$ cat src/rtl/mem_arb_pkg.sv
// rtl/mem_arb_pkg.sv - shared state encoding, defaults and block helpers for mem_arbiter
package mem_arb_pkg;

    typedef enum logic [1:0] {
        IDLE   = 2'b00,
        WRITE  = 2'b01,
        FILL_D = 2'b10,
        FILL_I = 2'b11
    } arb_state_e;

    localparam int          DEF_WORDS_PER_BLOCK = 8;
    localparam int          DEF_MEM_LATENCY     = 4;
    localparam logic [15:0] BLOCK_MASK          = 16'hFFF0;

    function automatic logic [15:0] block_base(input logic [15:0] addr);
        return addr & BLOCK_MASK;
    endfunction

endpackage

$ cat src/rtl/fill_counter.sv
// rtl/fill_counter.sv - issue/receive word counters for one block fill
module fill_counter #(
    parameter  int WORDS_PER_BLOCK = 8,
    localparam int IDX_W           = $clog2(WORDS_PER_BLOCK),
    localparam int CNT_W           = IDX_W + 1
) (
    input  logic             clk,
    input  logic             rst_n,
    input  logic             clear,
    input  logic             issue_inc,
    input  logic             recv_inc,
    output logic [CNT_W-1:0] issue_cnt,
    output logic [IDX_W-1:0] recv_cnt,
    output logic             issue_active,
    output logic             last_word
);

    // clear wins over increment so the final beat leaves both counters at zero
    always_ff @(posedge clk or negedge rst_n) begin
        if (!rst_n) begin
            issue_cnt <= '0;
            recv_cnt  <= '0;
        end else if (clear) begin
            issue_cnt <= '0;
            recv_cnt  <= '0;
        end else begin
            if (issue_inc) issue_cnt <= issue_cnt + CNT_W'(1);
            if (recv_inc)  recv_cnt  <= recv_cnt + IDX_W'(1);
        end
    end

    assign issue_active = issue_cnt < CNT_W'(WORDS_PER_BLOCK);
    assign last_word    = recv_cnt == IDX_W'(WORDS_PER_BLOCK - 1);

endmodule

$ cat src/rtl/mem_arbiter.sv
// rtl/mem_arbiter.sv - shares one pipelined main memory between I-cache fills and D-cache fills/stores
module mem_arbiter
    import mem_arb_pkg::*;
#(
    parameter  int ADDR_W          = 16,
    parameter  int WORDS_PER_BLOCK = DEF_WORDS_PER_BLOCK,
    parameter  int MEM_LATENCY     = DEF_MEM_LATENCY,
    localparam int IDX_W           = $clog2(WORDS_PER_BLOCK),
    localparam int CNT_W           = IDX_W + 1
) (
    input  logic              clk,
    input  logic              rst_n,
    input  logic              icache_miss,
    input  logic [ADDR_W-1:0] icache_addr,
    input  logic              dcache_miss,
    input  logic [ADDR_W-1:0] dcache_addr,
    input  logic              dcache_wr_req,
    input  logic [ADDR_W-1:0] dcache_wdata,
    output logic              mem_en,
    output logic              mem_wr,
    output logic [ADDR_W-1:0] mem_addr,
    output logic [ADDR_W-1:0] mem_wdata,
    input  logic [ADDR_W-1:0] mem_rdata,
    input  logic              mem_data_valid,
    output logic [ADDR_W-1:0] fill_data,
    output logic              icache_fill_valid,
    output logic              dcache_fill_valid,
    output logic [IDX_W-1:0]  fill_idx,
    output logic              icache_done,
    output logic              dcache_done,
    output logic              dcache_wr_ack,
    output logic              busy
);

    if (WORDS_PER_BLOCK < 2 || (WORDS_PER_BLOCK & (WORDS_PER_BLOCK - 1)) != 0) begin : g_bad_wpb
        $error("mem_arbiter: WORDS_PER_BLOCK must be a power of 2");
    end
    if (MEM_LATENCY < 1) begin : g_bad_lat
        $error("mem_arbiter: MEM_LATENCY must be at least 1");
    end

    arb_state_e        state, next_state;
    logic [ADDR_W-1:0] base, base_src;
    logic              latch_base;
    logic              cnt_clear, issue_inc, recv_inc;
    logic [CNT_W-1:0]  issue_cnt;
    logic [IDX_W-1:0]  recv_cnt;
    logic              issue_active, last_word;

    fill_counter #(.WORDS_PER_BLOCK(WORDS_PER_BLOCK)) u_fill_counter (
        .clk          (clk),
        .rst_n        (rst_n),
        .clear        (cnt_clear),
        .issue_inc    (issue_inc),
        .recv_inc     (recv_inc),
        .issue_cnt    (issue_cnt),
        .recv_cnt     (recv_cnt),
        .issue_active (issue_active),
        .last_word    (last_word)
    );

    always_ff @(posedge clk or negedge rst_n) begin
        if (!rst_n) begin
            state <= IDLE;
            base  <= '0;
        end else begin
            state <= next_state;
            if (latch_base) base <= block_base(base_src);
        end
    end

    assign fill_data = mem_rdata;
    assign busy      = state != IDLE;

    always_comb begin
        next_state        = state;
        mem_en            = 1'b0;
        mem_wr            = 1'b0;
        mem_addr          = '0;
        mem_wdata         = '0;
        icache_fill_valid = 1'b0;
        dcache_fill_valid = 1'b0;
        fill_idx          = '0;
        icache_done       = 1'b0;
        dcache_done       = 1'b0;
        dcache_wr_ack     = 1'b0;
        cnt_clear         = 1'b0;
        issue_inc         = 1'b0;
        recv_inc          = 1'b0;
        latch_base        = 1'b0;
        base_src          = icache_addr;
        case (state)
            IDLE: begin
                cnt_clear = 1'b1;
                if (dcache_wr_req) begin
                    next_state = WRITE;
                end else if (dcache_miss) begin
                    next_state = FILL_D;
                    latch_base = 1'b1;
                    base_src   = dcache_addr;
                end else if (icache_miss) begin
                    next_state = FILL_I;
                    latch_base = 1'b1;
                end
            end
            WRITE: begin
                mem_en        = 1'b1;
                mem_wr        = 1'b1;
                mem_addr      = dcache_addr;
                mem_wdata     = dcache_wdata;
                dcache_wr_ack = 1'b1;
                next_state    = IDLE;
            end
            FILL_D, FILL_I: begin
                // issue and receive overlap; data returns while later addresses still go out
                mem_en    = issue_active;
                issue_inc = issue_active;
                if (issue_active) mem_addr = base + ADDR_W'({issue_cnt, 1'b0});
                if (mem_data_valid) begin
                    recv_inc          = 1'b1;
                    fill_idx          = recv_cnt;
                    dcache_fill_valid = (state == FILL_D);
                    icache_fill_valid = (state == FILL_I);
                    if (last_word) begin
                        dcache_done = (state == FILL_D);
                        icache_done = (state == FILL_I);
                        cnt_clear   = 1'b1;
                        next_state  = IDLE;
                    end
                end
            end
            default: next_state = IDLE;
        endcase
    end

endmodule
$ cat config.mk
export PLATFORM = sky130hd
export DESIGN_NAME = mem_arbiter
export DESIGN_NICKNAME = d
export VERILOG_FILES = /design/src/rtl/mem_arb_pkg.sv /design/src/rtl/fill_counter.sv /design/src/rtl/mem_arbiter.sv
export SDC_FILE = /design/constraint.sdc
export NUM_CORES = 1
export LEC_CHECK = 0
export CORE_MARGIN = 2
export CORE_UTILIZATION = 34
export CTS_BUF_LIST = sky130_fd_sc_hd__clkbuf_2
export CTS_CLUSTER_SIZE = 12
export DETAILED_ROUTE_END_ITERATION = 10
export MAX_ROUTING_LAYER = met4
export PLACE_DENSITY = 0.82
export SLEW_MARGIN = 20
export SYNTH_ARGS = -nofsm -noshare
export SYNTH_HDL_FRONTEND = slang
export SYNTH_SLANG_ARGS = --single-unit
$ cat constraint.sdc
create_clock -name clk -period 1.75 [get_ports clk]
set_input_delay 0.35 -clock clk [delete_from_list [all_inputs] [get_ports clk]]
set_output_delay 0.35 -clock clk [all_outputs]
set_load 0.1 [all_outputs]
---- Word-level counts from Yosys, hierarchy flattened ----
Index checks and enable logic that the tools add are counted.
cells by class
  equality and inequality tests ........... 7
  magnitude comparators ................... 1
  $add $sub $neg .......................... 3
  muxes and demuxes ....................... 40
  reduce and logical (&&, ||, !) cells .... 6
operators with widths
  kind                 count
  $mux 16              5
  $pmux 16 s2          1
  $mux 1               20
  $add 16x5->16        1
  $mux 3               4
  $mux 2               5
  $mux 4               2
  $pmux 2 s3           1
  $reduce_bool 2->1    3
  $add 4x1->4 const B  1
  $eq 2x2->1 const B   2
  $lt 4x4->1 const B   1
  $ne 2x2->1 const B   2
  $ne 4x4->1 const B   1
  $pmux 1 s2           2
  $add 3x1->3 const B  1
  $eq 3x3->1 const B   1
  $reduce_and 3->1     1
  $eq 2x1->1 const B   1
  $logic_not 2->1      1
  $reduce_or 2->1      1
word-level totals
  register bits ........................... 21
  output and inout bits ................... 59
  input bits .............................. 70
  word-level logic and storage cells ...... 61

---- Logic depth before layout (Yosys ltp) ----
  word-level depth ........................ 5
  mapped depth ............................ 6
  depth with buffers taken out ............ 5

---- Modules after synthesis ----
A second synthesis with hierarchy kept.
unflattened totals
  cell total of the unflattened synthesis .. 202
  area total of the unflattened synthesis .. 1749.2 µm²
modules (own cells, without submodules)
  module        cells an instance  area each (µm²)  instances  seq. area each (µm²)
  mem_arbiter   173                1411.4           1          350.3
  fill_counter  29                 337.8            1          175.2

---- Worst setup path after synthesis ----
OpenSTA, ideal clock, no wires.
  kind .................................... flip-flop to output port
  from .................................... reg state[1]
  to ...................................... out dcache_fill_valid
  stages on the path, launching flop included .. 4
  arrival ................................. 2.772 ns
  required time ........................... 1.400 ns
  buffers on the path ..................... 1
  slack ................................... -1.372 ns
  cells stage by stage .................... dfrtp_1 buf_2 inv_1 nor3_1
between the ends
  word-level cells in the longest chain between the ends .. 3
  elaborated cells between the ends (all ways) .. 5
  classes of those cells .................. 2 x eq/ne; 2 x mux; 1 x reduce/logical
ends and longest elaborated chain
  element                                    RTL line                               RTL
  start, declared                            mem_arbiter.sv:42                      arb_state_e state, next_state;
  start signal, assigned                     mem_arbiter.sv:67                      state <= next_state;
  $eq 2x2->1, on equally long branches       mem_arbiter.sv:92, mem_arbiter.sv:122
  $mux 1 or $reduce_or 2->1 (tied branches)  mem_arbiter.sv:119, mem_arbiter.sv:92
  $mux 1 (*)                                 mem_arbiter.sv:92                      case (state)
  end, declared                              mem_arbiter.sv:27                      output logic dcache_fill_valid,
Every way passes the cells marked *; elsewhere a longest branch is shown, timed or not.

---- Worst setup path after layout ----
  from .................................... reg state[1]
  to ...................................... out mem_addr[6]
between the ends
  word-level cells in the longest chain between the ends .. 3
  elaborated cells between the ends (all ways) .. 5
  classes of those cells .................. 3 x eq/ne; 1 x mux; 1 x reduce/logical
ends and longest elaborated chain
  element          RTL line           RTL
  $eq 2x2->1       mem_arbiter.sv:92
  $reduce_or 2->1  mem_arbiter.sv:92
  $pmux 16 s2 (*)  mem_arbiter.sv:92
  end, declared    mem_arbiter.sv:21  output logic [ADDR_W-1:0] mem_addr,
Marks and branches as above.

==> run metrics <==
worst skew pair latency 0.32 ns; Worst Path Buf+Inv 2; Leak 1.40 nW; largest family of logic cells by synthesized area compound AO/OA/AOI/OAI gates; Tot Pwr 0.00695 W; fin area 3270 um^2; flops & latches, synth 21; Setup WS post-layout -0.150 ns; I/O pins 129; Compound-Gate Fraction of Synth Area 0.252; synth unique cells 34; average wire per cell in the routed design 15.4 um; # DRC 0; post-synthesis adder-cell area fraction 0.0230; Starting Density 0.350; Die ar. 5360 um^2; clock power share 0.030; worst vdd ir 1.47 mV; Setup crit end mem_addr[6]; Starting DRT DRC Count 37; largest net degree at the start of global routing 27; worst clock skew 0.00338 ns; Core Rows 25; slowest stage cell, crit path dfrtp_2; Synthesis Warnings 0; CP delay by family, top flip-flops; placer's final routability congestion estimate 0.782; chip width 73.2 um; CP dominant cell by count buf_12; critical path, cell by cell nor2b_4 > buf_12 > a22o_2 > buf_12; Via density 5.13; reg2reg end u_fill_counter.issue_cnt[1]; htree depth 1; Cell Area, Synth 1630 um^2; status finished with violations; sw frac 0.554; layout cells sized above 1 0.516; Pint 0.00310 W; R2R setup slack 0.20 ns; pins over their slew limit 0; startpoint types flip-flop; worst endpoint data arrival time 1.55 ns; Final setup viols 42; Critical Path Fanout Max 22; Worst slew margin 0.808; initial antenna violation count 0; post-route clock period utilization 1.09; RSZ-0062 raised after global routing true; failing checks setup timing; Reg power frac 0.129; Max Cap Violations 0; switching pwr 0.00385 W; Mapped Nets 241; drt total wl 4.78 mm; ys async rst share 1.00; Peak Freq 0.526 GHz; pre-CTS WS -0.0687 ns; worst reg2reg startpoint u_fill_counter.recv_cnt[1]; Critical Path Source state[1]; total CTS buffers 3; Non-Filler Instances 310; Port Buffers 92; Total GRT Usage 0.189; actual slew at the worst max-slew pin 0.288 ns; CTS Hold Buffers Added 0; top post-synthesis cells by area dfrtp_1 32%, buf_4 9.2%, o2bb2ai_2 9.2%; via count 1,591; most numerous cell in the Yosys netlist dfrtp_1; Synth area leader dfrtp_1; commonest cells in the netlist 21 x dfrtp_1, 20 x buf_4, 17 x and2_1, 16 x a22o_1, 10 x o2bb2ai_2; Layout Nets 330; first-pass iteration count of the detailed router 4; # placed instances 296; Comb pwr share 0.841; multiplexer area fraction after synthesis 0.0130; worst hold path type in2async; sequential area share after synthesis 0.322; Critical Path RT 1.40 ns; Die H 73.2 um; grt ovf 0; area share of the largest cell type after synthesis 0.322; Max Buffers Root-to-Sink 2; PwrDens 2130 nW/um^2; CTS tree done; simple-gate share of the synthesized area 0.235; synth-to-layout area growth 100%; DP HPWL 3.60 mm; FF-to-FF path depth 8; number of routed nets with antenna violations 0; syn_area_per_cell 9.70 um^2; Post-Syn Instances 168; core area 4660 um^2; Post-DP Area 3050 um^2; Fin. Hold Viols 0; Synth Flop Type dfrtp_1; vias in the first global route 1,679; worst hold margin 0.327 ns; first-pass GRT wire length 7.96 mm; clk slew on worst S/H paths 0.21 ns; Root Buffer clkbuf_2; XOR/XNOR share of the synthesized area 0.0107; number of synthesized flops with an enable pin 0; antenna fix cells 0; CP Capture Type primary output; max incr delay on CP 0.50 ns; crit path time final 1.90 ns; # fillers 331; CP Depth 4; Setup CP Type reg2out; Sink Count 21
worst min-delay path by stage:
stage                        from       end  slack [ns]  cells after the start
after global routing        rst_n  base[13]        0.33                      2
final                       rst_n  base[14]        0.33                      2
after floorplan             rst_n  base[10]        0.05                      0
after global placement    base[7]   base[7]        0.48                      2
after CTS                   rst_n  base[13]        0.33                      2
after detailed placement  base[9]   base[9]        0.49                      1
cells in the final DEF (no fill, tap or decap), types with 2 or more instances in the layout:
master and instances:
nor2_1 4, buf_6 2, nor2_4 2, and2_2 8, dfrtp_1 20, nand2_1 8
and3_4 3, nand3_1 3, a21oi_1 8, nor2b_4 2, nor3_4 3, a22o_4 5
buf_4 15, o21ai_0 4, clkbuf_2 3, a22o_2 10, or2_4 2, buf_12 47
nand4b_1 2, and3b_1 8, o2bb2ai_2 10, and2_4 9, clkdlybuf4s50_1 48, a22oi_1 4
nor3b_1 2, nor2b_1 2, a31oi_1 2
repair_timing:
item,4_1_cts,5_1_grt
setup buffers,5,5
cloned,1,0
pin swaps,8,4
endpoints found under the setup margin,40,43
gates resized for setup,21,9
worst reg2reg max path, delay by kind of cell (launching register included):
kind,cells,cell delay (ns)
DFF,1,0.41
and+or+nand+nor,3,0.31
adders and majority gates,2,0.36
buffers and inverters,3,0.39
stage by stage:
| step | util | setup TNS (ns) |
|---|---|---|
| after floorplan | - | -1.03 |
| after global placement | 0.653 | -0.0342 |
| after detailed placement | 0.653 | -0.237 |
| after CTS | 0.683 | -4.94 |
| after global routing | 0.701 | -8.85 |
| final | 0.701 | -4.79 |
flip-flops by register name, summed over array words and instances, names as in the netlist:
name,count
state,2
base,12
u_fill_counter.recv_cnt,3
u_fill_counter.issue_cnt,4
routing by layer:
metal  up-vias  share of wire  global-route usage  wire length [um]
met1       756           0.40               0.240              1910
met3         4          0.070              0.0331               333
li1        767              -                   -                 -
met5         -              0                   -                 0
met2        64           0.52               0.314              2500
met4         0         0.0073              0.0432                35
layout make-up:
| cell class | instances | area (um^2) | area share |
|---|---|---|---|
| clock buffers | 3 | 15.0 | 0.00459 |
| repair buffers | 114 | 1580 | 0.484 |
| inverters | 3 | 15.0 | 0.00459 |
| clock inverters | 1 | 5.00 | 0.00153 |
| well taps | 54 | 67.6 | 0.0207 |
| flip-flops and latches | 21 | 527 | 0.161 |
| multi-input cells | 114 | 1060 | 0.324 |
power by group through the flow:
stage / combinational, W / sequential (W) / clock (W)
finish: 0.00584 / 0.000900 / 0.000208
global route: 0.00604 / 0.000937 / 0.000235
CTS: 0.00574 / 0.000890 / 0.000215
detailed placement: 0.00553 / 0.000895 / 0
global placement: 0.00548 / 0.000886 / 0
floorplan: 0.00383 / 0.000858 / 0
kinds of logic (layout without fill, tap and decap cells):
group | Yosys count | in the layout
mux | 2 | 2
buf+inv | 33 | 121
compound gates | 46 | 46
xor+xnor | 2 | 2
simple gates | 61 | 61
flops | 21 | 21
fa+ha+maj | 3 | 3
No activity file was read; power rests on OpenSTA's default activity.
